===== src/rtl/lane_arb_pkg.sv =====
// Shared types and helpers for the lane arbiter.
package lane_arb_pkg;

  typedef enum logic {StIdle, StGrant} state_e;

  // Modulo increment that wraps explicitly, so n need not be a power of two.
  function automatic int unsigned next_idx(input int unsigned idx, input int unsigned n);
    return (idx + 1 >= n) ? 0 : idx + 1;
  endfunction

endpackage


===== src/rtl/rr_pick.sv =====
// Rotating first-set scan: finds the first set request at or after ptr, wrapping.
module rr_pick #(
  parameter int unsigned NumReq = 4,
  localparam int unsigned IdxW  = $clog2(NumReq)
) (
  input  logic [NumReq-1:0] req_i,
  input  logic [IdxW-1:0]   ptr_i,
  output logic              found_o,
  output logic [IdxW-1:0]   idx_o
);

  int unsigned       sum;
  logic [IdxW-1:0]   cand;

  always_comb begin
    found_o = 1'b0;
    idx_o   = '0;
    sum     = 0;
    cand    = '0;
    for (int unsigned k = 0; k < NumReq; k++) begin
      sum = 32'(ptr_i) + k;
      if (sum >= NumReq) sum = sum - NumReq;
      cand = IdxW'(sum);
      if (!found_o && req_i[cand]) begin
        found_o = 1'b1;
        idx_o   = cand;
      end
    end
  end

endmodule


===== src/rtl/lane_arbiter.sv =====
// Round-robin burst arbiter sharing one registered output lane between NUM_REQ streams.
module lane_arbiter
  import lane_arb_pkg::*;
#(
  parameter int unsigned NUM_REQ    = 4,
  parameter int unsigned DATA_WIDTH = 8,
  parameter int unsigned MAX_BURST  = 4,
  localparam int unsigned IdxW      = $clog2(NUM_REQ),
  localparam int unsigned CntW      = $clog2(MAX_BURST + 1)
) (
  input  logic                          clk,
  input  logic                          rst,
  input  logic [NUM_REQ*DATA_WIDTH-1:0] in_data,
  input  logic [NUM_REQ-1:0]            in_valid,
  output logic [NUM_REQ-1:0]            in_ready,
  output logic [DATA_WIDTH-1:0]         out_data,
  output logic [IdxW-1:0]               out_src,
  output logic                          out_valid,
  input  logic                          out_ready
);

  state_e                state_q, state_d;
  logic [IdxW-1:0]       ptr_q, ptr_d;
  logic [IdxW-1:0]       grant_q, grant_d;
  logic [CntW-1:0]       burst_cnt_q, burst_cnt_d;
  logic [DATA_WIDTH-1:0] out_data_q, out_data_d;
  logic [IdxW-1:0]       out_src_q, out_src_d;
  logic                  out_valid_q, out_valid_d;

  logic                  pick_found;
  logic [IdxW-1:0]       pick_idx;
  logic                  slot_rdy;
  logic                  load;
  logic [DATA_WIDTH-1:0] lanes [NUM_REQ];

  rr_pick #(
    .NumReq (NUM_REQ)
  ) u_rr_pick (
    .req_i   (in_valid),
    .ptr_i   (ptr_q),
    .found_o (pick_found),
    .idx_o   (pick_idx)
  );

  always_comb begin
    for (int unsigned i = 0; i < NUM_REQ; i++) begin
      lanes[i] = in_data[i*DATA_WIDTH +: DATA_WIDTH];
    end
  end

  always_comb begin
    state_d     = state_q;
    ptr_d       = ptr_q;
    grant_d     = grant_q;
    burst_cnt_d = burst_cnt_q;
    in_ready    = '0;
    load        = 1'b0;
    slot_rdy    = ~out_valid_q | out_ready;
    unique case (state_q)
      StIdle: begin
        if (pick_found) begin
          grant_d     = pick_idx;
          burst_cnt_d = '0;
          state_d     = StGrant;
        end
      end
      StGrant: begin
        in_ready[grant_q] = slot_rdy;
        if (!in_valid[grant_q]) begin
          // Withdrawal: give up the grant without a transfer.
          ptr_d   = IdxW'(next_idx(32'(grant_q), NUM_REQ));
          state_d = StIdle;
        end else if (slot_rdy) begin
          load        = 1'b1;
          burst_cnt_d = burst_cnt_q + 1'b1;
          if (burst_cnt_q == CntW'(MAX_BURST - 1)) begin
            ptr_d   = IdxW'(next_idx(32'(grant_q), NUM_REQ));
            state_d = StIdle;
          end
        end
      end
      default: state_d = StIdle;
    endcase
  end

  always_comb begin
    out_valid_d = out_valid_q;
    out_data_d  = out_data_q;
    out_src_d   = out_src_q;
    if (load) begin
      out_valid_d = 1'b1;
      out_data_d  = lanes[grant_q];
      out_src_d   = grant_q;
    end else if (out_ready) begin
      out_valid_d = 1'b0;
    end
  end

  always_ff @(posedge clk or posedge rst) begin
    if (rst) begin
      state_q     <= StIdle;
      ptr_q       <= '0;
      grant_q     <= '0;
      burst_cnt_q <= '0;
      out_data_q  <= '0;
      out_src_q   <= '0;
      out_valid_q <= 1'b0;
    end else begin
      state_q     <= state_d;
      ptr_q       <= ptr_d;
      grant_q     <= grant_d;
      burst_cnt_q <= burst_cnt_d;
      out_data_q  <= out_data_d;
      out_src_q   <= out_src_d;
      out_valid_q <= out_valid_d;
    end
  end

  assign out_data  = out_data_q;
  assign out_src   = out_src_q;
  assign out_valid = out_valid_q;

endmodule


===== config.mk =====
export PLATFORM = sky130hd
export DESIGN_NAME = lane_arbiter
export DESIGN_NICKNAME = d
export VERILOG_FILES = /design/src/rtl/lane_arb_pkg.sv /design/src/rtl/rr_pick.sv /design/src/rtl/lane_arbiter.sv
export SDC_FILE = /design/constraint.sdc
export NUM_CORES = 1
export LEC_CHECK = 0
export BUFFER_PORTS_ARGS = -buffer_cell sky130_fd_sc_hd__buf_2
export CORE_ASPECT_RATIO = 0.9
export CORE_UTILIZATION = 32
export DETAILED_ROUTE_END_ITERATION = 7
export PLACE_DENSITY = 0.61
export SETUP_SLACK_MARGIN = 0.1
export SLEW_MARGIN = 20
export SYNTH_ARGS = -nofsm -noshare
export SYNTH_HDL_FRONTEND = slang
export SYNTH_SLANG_ARGS = --single-unit
export TNS_END_PERCENT = 5

===== constraint.sdc =====
create_clock -name clk -period 2.1 [get_ports clk]
set_input_delay 0.105 -clock clk [delete_from_list [all_inputs] [get_ports clk]]
set_output_delay 0.105 -clock clk [all_outputs]
set_load 0.02 [all_outputs]

# Word level (Yosys, flattened, before mapping)
# Index checks and enable logic that the tools add are counted.
dict set report totals {
  ff_bits 19
  word_cells 96
  output_inout_bits 15
}
dict set report classes {
  n_mux 46
  magnitude_cmp 12
  n_reduce_logical 11
  bitwise_logic 5
  n_eq_ne 6
  add_sub_neg 9
}
# op n
set op_table {}
lappend op_table {{2-bit 2-to-1 mux} 12}
lappend op_table {{1-bit 2-to-1 mux} 19}
lappend op_table {{8-bit binary-select mux with 2-bit select} 1}
lappend op_table {{8-bit 2-to-1 mux} 2}
lappend op_table {{3-bit greater-or-equal comparator, second input constant} 5}
lappend op_table {{2-bit by 3-bit less-than comparator with 1-bit output, second input constant} 5}
lappend op_table {{1-bit binary-select mux with 2-bit select} 5}
lappend op_table {{3-bit 2-to-1 mux} 3}
lappend op_table {{2-bit by 1-bit subtractor with 2-bit output, second input constant} 4}
lappend op_table {{2-bit by 1-bit adder with 3-bit output, second input constant} 2}
lappend op_table {{2-bit by 2-bit adder with 3-bit output, second input constant} 2}
lappend op_table {{2-bit by 1-bit != test with 1-bit output, second input constant} 3}
lappend op_table {{3-bit one-hot mux with 2 select lines} 1}
lappend op_table {{3-bit AND reduction} 2}
lappend op_table {{4-bit AND} 1}
lappend op_table {{1-bit logical AND} 4}
lappend op_table {{4-bit 2-to-1 mux} 1}
lappend op_table {{2-bit != test, second input constant} 2}
lappend op_table {{3-bit by 1-bit adder with 3-bit output, second input constant} 1}
lappend op_table {{3-bit by 2-bit == test with 1-bit output, second input constant} 1}
lappend op_table {{2-bit by 3-bit greater-or-equal comparator with 1-bit output, second input constant} 1}
lappend op_table {{1-bit zero test} 3}
lappend op_table {{2-bit NOT with 3-bit output} 1}
lappend op_table {{1-bit demux with 2-bit select} 1}
lappend op_table {{6 further kinds} 7}

# Longest topological paths before layout
# Gate-level depths: netlist of the first run.
dict set report logic_depth {
  ltp_word 16
  depth_mapped 6
  mapped_depth_nobuf 5
}

# Modules after synthesis
# From an unflattened synthesis of the first run, not the netlist that was laid out.
dict set report unflattened {
  cells_unflattened 104
  area_unflattened_um2 1273.7
}
# mod area_per_inst_um2 cells_per_inst n_inst
set by_module_without_submodules {}
lappend by_module_without_submodules {lane_arbiter 1196.1 89 1}
lappend by_module_without_submodules {rr_pick 77.6 15 1}

# Worst setup path after synthesis of the first run
# Ideal clock, no wire load.
dict set report synth_path {
  path_kind {register -> register}
  from {reg grant_q[0]}
  to {reg out_data_q[1], in the netlist out_data[1]}
  slack_ns 0.521
  required_time_ns 1.975
  stages_incl_launch_ff 5
  arrival_ns 1.454
  period_less_slack_ns 1.579
  setup_ns 0.125
  path_cell_list {dfrtp_1 > buf_6 > buf_4 > mux4_1 > mux2_4}
}
dict set report synth_between {
  elab_chain_cells 4
}
# item line_no
set synth_lines {}
lappend synth_lines {{from (decl)} lane_arbiter.sv:24} ;# logic [IdxW-1:0] grant_q, grant_d;
lappend synth_lines {{from (signal assigned)} lane_arbiter.sv:111} ;# grant_q <= grant_d;
lappend synth_lines {{1-bit binary-select mux with 2-bit select / 2-bit NOT with 3-bit output (equally long branches)} {lane_arbiter.sv:69, lane_arbiter.sv:92}}
lappend synth_lines {{1-bit 2-to-1 mux (implied by the code) / 8-bit binary-select mux with 2-bit select (equally long branches)} {lane_arbiter.sv:69, lane_arbiter.sv:92}}
lappend synth_lines {{1-bit 2-to-1 mux / 8-bit 2-to-1 mux (equally long branches)} {lane_arbiter.sv:69, lane_arbiter.sv:92}}
lappend synth_lines {{1-bit 2-to-1 mux / 8-bit 2-to-1 mux (equally long branches)} {lane_arbiter.sv:59, lane_arbiter.sv:92}}
lappend synth_lines {{to (signal assigned)} lane_arbiter.sv:113} ;# out_data_q <= out_data_d;
lappend synth_lines {{to (decl)} lane_arbiter.sv:26} ;# logic [DATA_WIDTH-1:0] out_data_q, out_data_d;
# Several ways; a longest one is shown, not always the timed one. The select of a mux whose other input is x is not followed.
# A chain may end at the register's enable or synchronous reset.

# Worst setup path in the final report of the first run
dict set report layout_path {
  from {reg grant_q[1]}
  to {reg out_data_q[5], in the netlist out_data[5]}
}
# The elaborated chain is that of the path after synthesis.

==> flow_metrics.env, run 1 <==
export IMPL_status="completed"
export IMPL_overflow=0
export IMPL_synth_most_common_cell="dfrtp_1"
export IMPL_ant_nets=0
export IMPL_hold_slack_ns=0.178
export IMPL_synthFlopType="dfrtp_1"
export IMPL_end_kind="flop"
export IMPL_fin_cells=204
export IMPL_post_cts_resized=0
export IMPL_worstMarginPinSlew_ns=0.737
export IMPL_slew_violations=0
export IMPL_grt_pass1_vias=911
export IMPL_ios=54
export IMPL_wire_per_inst_um=13.3
export IMPL_ir_worst_vdd_mv=0.382
export IMPL_ys_types=30
export IMPL_fin_crit_ns=1.87
export IMPL_finalSetupViolCount=0
export IMPL_grt_pass1_wl_um=4010
export IMPL_fillCellCount=365
export IMPL_drive_gt1_frac=0.443
export IMPL_cts_setup_buffers=0
export IMPL_place_port_buffers=53
export IMPL_finalHoldViolations=0
export IMPL_fin_worst_skew_ns=0.00212
export IMPL_place_inst=199
export IMPL_die_y_um=61.5
export IMPL_slew_headroom=0.508
export IMPL_clk_pin_slew_ns=0.07
export IMPL_multi_input_area_sq_um=707
export IMPL_worst_slack_ns=0.232
export IMPL_setup_tns_ns=0
export IMPL_clk_path_buf_depth=2
export IMPL_dr_pass1_iters=4
export IMPL_start_util=0.337
export IMPL_p_leak_nw=0.854
export IMPL_drc_errors=0
export IMPL_async_flop_share=1.00
export IMPL_crit_fanout=12
export IMPL_clock_latency_ns=0.25
export IMPL_timing_rr_start="grant_q[1]"
export IMPL_viasPerCell=4.78
export IMPL_cp_required_ns=2.23
export IMPL_fp_coreArea_sq_mm=0.00373
export IMPL_hold_start="in_valid[3]"
export IMPL_n_antenna_cell=0
export IMPL_cts_max_level=1
export IMPL_reg2reg_slack_ns=0.23
export IMPL_yosys_area_top_type_share=0.378
export IMPL_hold_class="primary input to flop"
export IMPL_synthTopCellsByArea="dfrtp_1 (38%), mux4_1 (15%), mux2_4 (8.3%)"
export IMPL_ys_seq_elements=19
export IMPL_yosys_area_top_type="dfrtp_1"
export IMPL_cts_tree="yes"
export IMPL_dieArea_sq_mm=0.00419
export IMPL_synth_nets=148
export IMPL_yosys_top_cells_count="dfrtp_1 (19), nand2_1 (11), inv_1 (8)"
export IMPL_worstSetupStartpoint="grant_q[1]"
export IMPL_synth_edff_count=0
export IMPL_fp_row_count=21
export IMPL_numCtsBuffers=3
export IMPL_maxCapViolCount=0
export IMPL_area_delta_synth_final_pct=28.4
export IMPL_syn_area_sq_mm=0.00126
export IMPL_hpwl_um=2190
export IMPL_root_buffer="clkbuf_8"
export IMPL_grtUsageTotal=0.133
export IMPL_drt_total_wl_um=2710
export IMPL_routed_via_count=975
export IMPL_synthCells=103
export IMPL_grt_antenna_before_repair=0
export IMPL_first_iter_violations=27
export IMPL_grt_setup_unrepaired="false"
export IMPL_crit_type="flop to flop"
export IMPL_finalNetCount=204
export IMPL_seq_area_frac_synth=0.378
export IMPL_fmax_mhz=535
export IMPL_gp_congestion=0.785
export IMPL_yosysWarnings=0
export IMPL_clock_sinks=19
export IMPL_post_route_period_util=0.890
export IMPL_arrival_ns=2.00
export IMPL_seqCellArea_sq_um=475
export IMPL_worst_setup_path_start_kind="flop"
export IMPL_p_per_area_mw_per_mm2=1370
export IMPL_postSynthAreaPerCell_sq_um=12.2
export IMPL_die_width_um=68.1
export IMPL_dpl_worst_slack_ns=0.231
export IMPL_grt_max_degree=20
## area by class of cell
type / instances / area share
multi-input combinational: 69 / 0.437
clock buffer: 4 / 0.0279
timing repair buffer: 57 / 0.184
tap: 46 / 0.0356
inverter: 9 / 0.0209
sequential: 19 / 0.294
## per-layer routing
metal	wire [um]	global-route usage	vias to the layer above
met1	1230	0.167	467
met4	11	0.0446	0
met3	123	0.0296	2
met2	1350	0.225	19
li1	-	-	487
met5	0	0	-
## sequential cells by signal (all words and copies together) (netlist names)
register and flops:
ptr_q 2, out_src 2, burst_cnt_q 3, state_q 1, out_valid 1, grant_q 2
out_data 8
## per-stage QoR
step | utilization | power, W | instance area (sq um)
after global routing | 0.433 | 0.00240 | 1620
after CTS | 0.433 | 0.00225 | 1620
after detailed placement | 0.419 | 0.00199 | 1560
after global placement | 0.419 | 0.00194 | 1560
final | 0.433 | 0.00222 | 1620
after floorplan | - | 0.00167 | 1260
## power by group
part | internal, W | total [W] | switching, W
logic | 0.000635 | 0.00125 | 0.000619
clock network | 0.000135 | 0.000246 | 0.000111
registers | 0.000545 | 0.000715 | 0.000170
## critical path: stages (launching register included)
cell and delay (ns):
dfrtp_1 0.52, mux2i_1 0.38, o22ai_2 0.16, nand2_2 0.33
mux2_1 0.36
## timing repair
action | 4_1_cts | 5_1_grt
hold buffers | 1 | 0
hold endpoints to repair | 10 | 0
endpoints found under the setup margin | 0 | 0
## path summary, 6_finish.rpt
path / endpoint / cells past startpoint
worst max-delay path: out_data[5] / 4
worst min-delay path: grant_q[1] / 3
worst max register to register: out_data[5] / 4
worst min register to register: burst_cnt_q[0] / 1
max in group asynchronous: out_data[4] / 3
min in group asynchronous: grant_q[1] / 3
## placed cells by master (no fill, tap or decap), drive strengths merged, types with 2 or more instances in the layout
master,count
a21oi,2
and3,4
buf,56
clkbuf,4
dfrtp,19
ha,6
inv,8
mux2,10
mux2i,6
mux4,8
nand2,12
nand2b,3
nand3,3
o21ai,5
o31ai,2
## kinds of logic (layout without fill, tap and decap cells)
logic type | Yosys count | in the layout | synth area share
compound gates | 14 | 14 | 0.0825
fa+ha+maj | 6 | 6 | 0.0596
buf+inv | 15 | 70 | 0.0606
flops | 19 | 19 | 0.378
mux | 24 | 24 | 0.322
simple gates | 25 | 25 | 0.0974
Note: power is estimated with default switching activity, not from simulation.
==> inputs of run 2 (changes only) <==
--- a/config.mk
+++ b/config.mk
@@ -5,11 +5,12 @@
 export SDC_FILE = /design/constraint.sdc
 export NUM_CORES = 1
 export LEC_CHECK = 0
+export ABC_AREA = 1
 export BUFFER_PORTS_ARGS = -buffer_cell sky130_fd_sc_hd__buf_2
 export CORE_ASPECT_RATIO = 0.9
 export CORE_UTILIZATION = 32
 export DETAILED_ROUTE_END_ITERATION = 7
-export PLACE_DENSITY = 0.61
+export PLACE_DENSITY = 0.6
 export SETUP_SLACK_MARGIN = 0.1
 export SLEW_MARGIN = 20
 export SYNTH_ARGS = -nofsm -noshare
==> flow_metrics.env, run 2 <==
export IMPL_fin_worst_skew_ns=0.00355
export IMPL_ys_types=26
export IMPL_ios=54
export IMPL_hpwl_um=2720
export IMPL_cts_max_level=1
export IMPL_finalPower_w=0.00268
export IMPL_yosys_area_top_type="dfrtp_1"
export IMPL_fp_row_count=22
export IMPL_drive_gt1_frac=0.292
export IMPL_yosys_top_cells_count="nand2_1 (60), nor2_1 (38), dfrtp_1 (19), inv_1 (19), o21ai_0 (18)"
export IMPL_finalSetupViolCount=0
export IMPL_start_util=0.343
export IMPL_mostFrequentLayoutCell="nand2_1"
export IMPL_grt_setup_unrepaired="false"
export IMPL_p_sw_w=0.00140
export IMPL_largest_reg_flops=8
export IMPL_maxCapViolCount=0
export IMPL_cts_tree="yes"
export IMPL_top_usage_layer="met2"
export IMPL_numCtsBuffers=3
export IMPL_hold_start="in_data[25]"
export IMPL_dieArea_sq_mm=0.00475
export IMPL_worst_slack_ns=0.502
export IMPL_status="completed"
export IMPL_r2r_end="grant_q[1]"
export IMPL_grt_util_met1=0.212
export IMPL_synth_most_common_cell="nand2_1"
export IMPL_seq_power_share=0.254
export IMPL_cp_required_ns=2.00
export IMPL_end_kind="output pin"
export IMPL_p_leak_nw=0.998
export IMPL_ant_nets=0
export IMPL_p_per_area_mw_per_mm2=1490
export IMPL_die_width_um=72.6
export IMPL_synthCells=214
export IMPL_p_int_w=0.00128
export IMPL_p_sw_frac=0.524
export IMPL_crit_fanout=11
export IMPL_fp_coreArea_sq_mm=0.00418
export IMPL_syn_area_sq_mm=0.00143
export IMPL_seq_area_frac_synth=0.332
export IMPL_reg2reg_slack_ns=0.54
export IMPL_yosys_area_top_type_share=0.332
export IMPL_fin_crit_ns=1.60
export IMPL_overflow=0
export IMPL_power_frac_comb=0.650
export IMPL_synth_edff_count=0
export IMPL_fmax_mhz=626
export IMPL_grt_pass1_wl_um=6020
export IMPL_place_port_buffers=53
export IMPL_arrival_ns=1.49
export IMPL_timing_rr_start="ptr_q[0]"
export IMPL_crit_type="flop to output pin"
export IMPL_async_flop_share=1.00
export IMPL_whs_path_depth=3
export IMPL_routed_via_count=1465
export IMPL_wire_per_inst_um=10.6
export IMPL_slew_violations=0
export IMPL_gp_congestion=0.831
export IMPL_clock_latency_ns=0.26
export IMPL_viasPerCell=4.48
export IMPL_met3_usage=0.0291
export IMPL_setup_tns_ns=0
export IMPL_synth_nets=259
export IMPL_dpl_worst_slack_ns=0.563
export IMPL_final_cell_mix="nand2_1 (60), buf_2 (53), nor2_1 (38)"
export IMPL_slew_headroom=0.518
export IMPL_final_area_sq_mm=0.00180
export IMPL_grt_pass1_vias=1352
export IMPL_clk_path_buf_depth=2
export IMPL_worst_setup_path_start_kind="flop"
export IMPL_grtUsageMet2=0.282
export IMPL_ys_seq_elements=19
export IMPL_first_iter_violations=75
export IMPL_n_antenna_cell=0
export IMPL_post_route_period_util=0.761
export IMPL_cts_setup_buffers=0
export IMPL_postLayoutCoreUtil=0.431
export IMPL_area_delta_synth_final_pct=25.7
export IMPL_ir_worst_vdd_mv=0.474
export IMPL_place_area_sq_mm=0.00175
export IMPL_drc_errors=0
export IMPL_clk_pin_slew_ns=0.07
export IMPL_grt_antenna_before_repair=0
export IMPL_grtUsageTotal=0.162
export IMPL_r2r_cells=9
export IMPL_holdPathEnd="out_data[1]"
export IMPL_postSynthAreaPerCell_sq_um=6.70
export IMPL_power_clock_fraction=0.096
export IMPL_hold_class="primary input to flop"
export IMPL_clock_sinks=19
export IMPL_synthFlopType="dfrtp_1"
export IMPL_finalHoldViolations=0
export IMPL_yosysWarnings=0
export IMPL_root_buffer="clkbuf_8"
export IMPL_finalNetCount=313
export IMPL_die_y_um=65.5
export IMPL_fillCellCount=470
export IMPL_worstMarginPinSlew_ns=0.722
export IMPL_dr_pass1_iters=4
export IMPL_synthTopCellsByArea="dfrtp_1 (33%), nand2_1 (16%), nor2_1 (9.9%)"
export IMPL_drt_total_wl_um=3470
export IMPL_grt_max_degree=22
==> run 2: through the flow <==
step,std cells,hold slack (ns)
2_1_floorplan,214,0.0561
3_3_place_gp,322,0.271
3_5_place_dp,322,0.277
4_1_cts,327,0.178
5_1_grt,327,0.186
6_report,327,0.178
==> run 2: worst max path at each step <==
stage | startpoint | end | slack [ns]
4_1_cts | grant_q[1] | in_ready[0] | 0.50
3_3_place_gp | ptr_q[0] | grant_q[1] | 0.55
3_5_place_dp | ptr_q[0] | grant_q[1] | 0.56
2_1_floorplan | grant_q[0] | in_ready[0] | 0.70
5_1_grt | ptr_q[0] | grant_q[1] | 0.31
6_report | grant_q[1] | in_ready[0] | 0.50
==> run 2: area by class of cell <==
class / instances / area [sq um] / share of cell area
tap: 60 / 75.1 / 0.0417
clock inverter: 1 / 5.00 / 0.00278
multi-input combinational: 163 / 803 / 0.446
timing repair buffer: 58 / 305 / 0.169
sequential: 19 / 475 / 0.264
inverter: 23 / 96.3 / 0.0535
clock buffer: 3 / 41.3 / 0.0229
==> run 2: per-layer routing <==
metal  up-vias  part of all wire
li1        787                 -
met3         2             0.056
met2        57              0.45
met1       619              0.48
met4         0            0.0075
met5         -                 0
==> run 2: logic make-up (layout without fill, tap and decap cells) <==
group,after synthesis,after routing,share of synthesized area
compound gates,30,30,0.117
simple gates,127,127,0.391
flops,19,19,0.332
fa+ha+maj,6,6,0.0524
buf+inv,32,85,0.108
==> run 2: what timing repair did <==
| item | CTS | global route |
|---|---|---|
| hold endpoints to repair | 19 | 0 |
| hold buffers | 1 | 0 |
| resized for setup | 0 | 0 |
==> run 2: power groups by stage <==
stage,logic [W],clock network (W),registers (W)
2_1_floorplan,0.00127,0,0.000765
3_3_place_gp,0.00175,0,0.000686
3_5_place_dp,0.00175,0,0.000683
4_1_cts,0.00175,0.000265,0.000681
5_1_grt,0.00199,0.000281,0.000703
6_report,0.00174,0.000258,0.000680
==> run 2: critical path, cell delays in order, from the launching register on <==
cell and delay (ns):
dfrtp_1 0.45, inv_1 0.11, buf_4 0.19, ha_1 0.18, inv_1 0.04, nor2_1 0.09
buf_2 0.17
==> inputs of run 3 (changes only) <==
--- a/config.mk
+++ b/config.mk
@@ -5,12 +5,12 @@
 export SDC_FILE = /design/constraint.sdc
 export NUM_CORES = 1
 export LEC_CHECK = 0
-export ABC_AREA = 1
+export ABC_AREA = 0
 export BUFFER_PORTS_ARGS = -buffer_cell sky130_fd_sc_hd__buf_2
 export CORE_ASPECT_RATIO = 0.9
 export CORE_UTILIZATION = 32
 export DETAILED_ROUTE_END_ITERATION = 7
-export PLACE_DENSITY = 0.6
+export PLACE_DENSITY = 0.64
 export SETUP_SLACK_MARGIN = 0.1
 export SLEW_MARGIN = 20
 export SYNTH_ARGS = -nofsm -noshare
==> constraint.sdc (replaced) <==
create_clock -name clk -period 1.4 [get_ports clk]
set_input_delay 0.07 -clock clk [delete_from_list [all_inputs] [get_ports clk]]
set_output_delay 0.07 -clock clk [all_outputs]
set_load 0.02 [all_outputs]
==> flow_metrics.env, run 3 (synthesis gave the netlist of run 1 again) <==
export IMPL_cts_tree="yes"
export IMPL_hpwl_um=2310
export IMPL_fin_crit_ns=1.53
export IMPL_setup_tns_ns=-1.47
export IMPL_post_route_period_util=1.10
export IMPL_ios=54
export IMPL_finalNetCount=223
export IMPL_finalHoldViolations=0
export IMPL_critical_path_max_stage_delay_ns=0.45
export IMPL_cp_num_buf_inv=1
export IMPL_cp_depth=5
export IMPL_r2r_end="ptr_q[1]"
export IMPL_clk_pin_slew_ns=0.08
export IMPL_worst_slack_ns=-0.133
export IMPL_final_area_sq_mm=0.00189
export IMPL_place_port_buffers=53
export IMPL_arrival_ns=1.68
export IMPL_wire_per_inst_um=14.6
export IMPL_root_buffer="clkbuf_8"
export IMPL_slowest_stage="dfrtp_2"
export IMPL_finalSetupViolCount=18
export IMPL_numCtsBuffers=3
export IMPL_timing_rr_start="grant_q[1]"
export IMPL_status="finished, violations left"
export IMPL_dieArea_sq_mm=0.00419
export IMPL_place_area_sq_mm=0.00163
export IMPL_dr_pass1_iters=4
export IMPL_seqCellArea_sq_um=479
export IMPL_p_per_area_mw_per_mm2=2200
export IMPL_final_cell_mix="buf_2 (50), dfrtp_1 (16), buf_4 (15)"
export IMPL_ant_nets=0
export IMPL_fillCellCount=331
export IMPL_viasPerCell=4.90
export IMPL_routed_via_count=1092
export IMPL_first_iter_violations=23
export IMPL_end_kind="flop"
export IMPL_grtUsageTotal=0.163
export IMPL_grt_antenna_before_repair=0
export IMPL_area_delta_synth_final_pct=50.4
export IMPL_reg2reg_slack_ns=-0.13
export IMPL_path_delay_family="multiplexers"
export IMPL_multi_input_area_sq_um=792
export IMPL_grt_pass1_wl_um=4870
export IMPL_violations="negative setup slack"
export IMPL_n_antenna_cell=0
export IMPL_cts_max_level=1
export IMPL_grt_setup_unrepaired="true"
export IMPL_drc_errors=0
export IMPL_clock_latency_ns=0.26
export IMPL_worstMarginPinSlew_ns=0.278
export IMPL_clk_path_buf_depth=2
export IMPL_ir_worst_vdd_mv=0.790
export IMPL_hold_class="primary input to flop"
export IMPL_fmax_mhz=652
export IMPL_worstSetupStartpoint="grant_q[1]"
export IMPL_crit_type="flop to flop"
export IMPL_cp_required_ns=1.55
export IMPL_fp_coreArea_sq_mm=0.00373
export IMPL_grt_max_degree=20
export IMPL_slew_headroom=0.811
export IMPL_drive_gt1_frac=0.633
export IMPL_gp_congestion=0.857
export IMPL_crit_fanout=3
export IMPL_crit_end="ptr_q[1]"
export IMPL_largest_reg_flops=8
export IMPL_slew_violations=0
export IMPL_p_leak_nw=0.949
export IMPL_start_util=0.337
export IMPL_overflow=0
export IMPL_r2r_cells=5
export IMPL_fin_worst_skew_ns=0.00340
export IMPL_die_y_um=61.5
export IMPL_fp_row_count=21
export IMPL_mostFrequentLayoutCell="buf_2"
export IMPL_drt_total_wl_um=3260
export IMPL_die_width_um=68.1
export IMPL_clock_sinks=19
export IMPL_worst_setup_path_start_kind="flop"
export IMPL_grt_pass1_vias=1035
export IMPL_maxCapViolCount=0
export IMPL_cp_cell_sequence="mux2i_2 > buf_4 > a32oi_2 > nand2_1 > mux2_1"
run 3: power breakdown:
| part | internal, W | switching [W] |
|---|---|---|
| logic | 0.00150 | 0.00121 |
| registers | 0.000827 | 0.000230 |
| clock network | 0.000203 | 0.000195 |
run 3: per-layer routing:
layer / part of all wire / vias to the layer above / GRT usage
met5: 0 / - / 0
met4: 0.010 / 0 / 0.0536
met3: 0.041 / 5 / 0.0296
met2: 0.54 / 24 / 0.297
met1: 0.41 / 544 / 0.192
li1: - / 519 / -
run 3: metrics by stage:
step / total power [W] / cells / util / hold WS (ns) / setup slack (ns)
finish: 0.00417 / 223 / 0.507 / 0.147 / -0.133
global route: 0.00445 / 223 / 0.507 / 0.164 / -0.192
CTS: 0.00395 / 220 / 0.490 / 0.129 / -0.0976
detailed placement: 0.00316 / 209 / 0.437 / 0.109 / -0.217
global placement: 0.00309 / 209 / 0.437 / 0.105 / -0.164
floorplan: 0.00257 / 103 / - / 0.0211 / -0.0966
run 3: worst min-delay path by stage:
stage	startpoint	endpoint	slack (ns)	cells after the start
2_1_floorplan	rst	burst_cnt_q[0]	0.02	1
3_3_place_gp	rst	out_src[0]	0.11	3
3_5_place_dp	rst	out_valid	0.11	3
4_1_cts	in_valid[3]	grant_q[1]	0.13	3
5_1_grt	in_valid[3]	grant_q[1]	0.16	3
6_report	in_valid[3]	grant_q[1]	0.15	3
run 3: what timing repair did:
action / in CTS / in global routing
cloned: 1 / 0
pin swaps: 6 / 6
hold endpoints to repair: 19 / 0
resized for setup: 25 / 12
endpoints found under the setup margin: 18 / 22
hold buffers: 1 / 0
buffers inserted: 5 / 3
run 3: final cells by class:
type / instances / share of cell area
well taps: 46 / 0.0304
multi-input cells: 70 / 0.418
inverters: 9 / 0.0192
repair buffers: 75 / 0.255
flip-flops and latches: 19 / 0.253
clock buffers: 4 / 0.0238
run 3: worst min-delay path: stages:
cell and delay [ns]:
buf_2 0.14, a21oi_1 0.05, o21ai_1 0.11
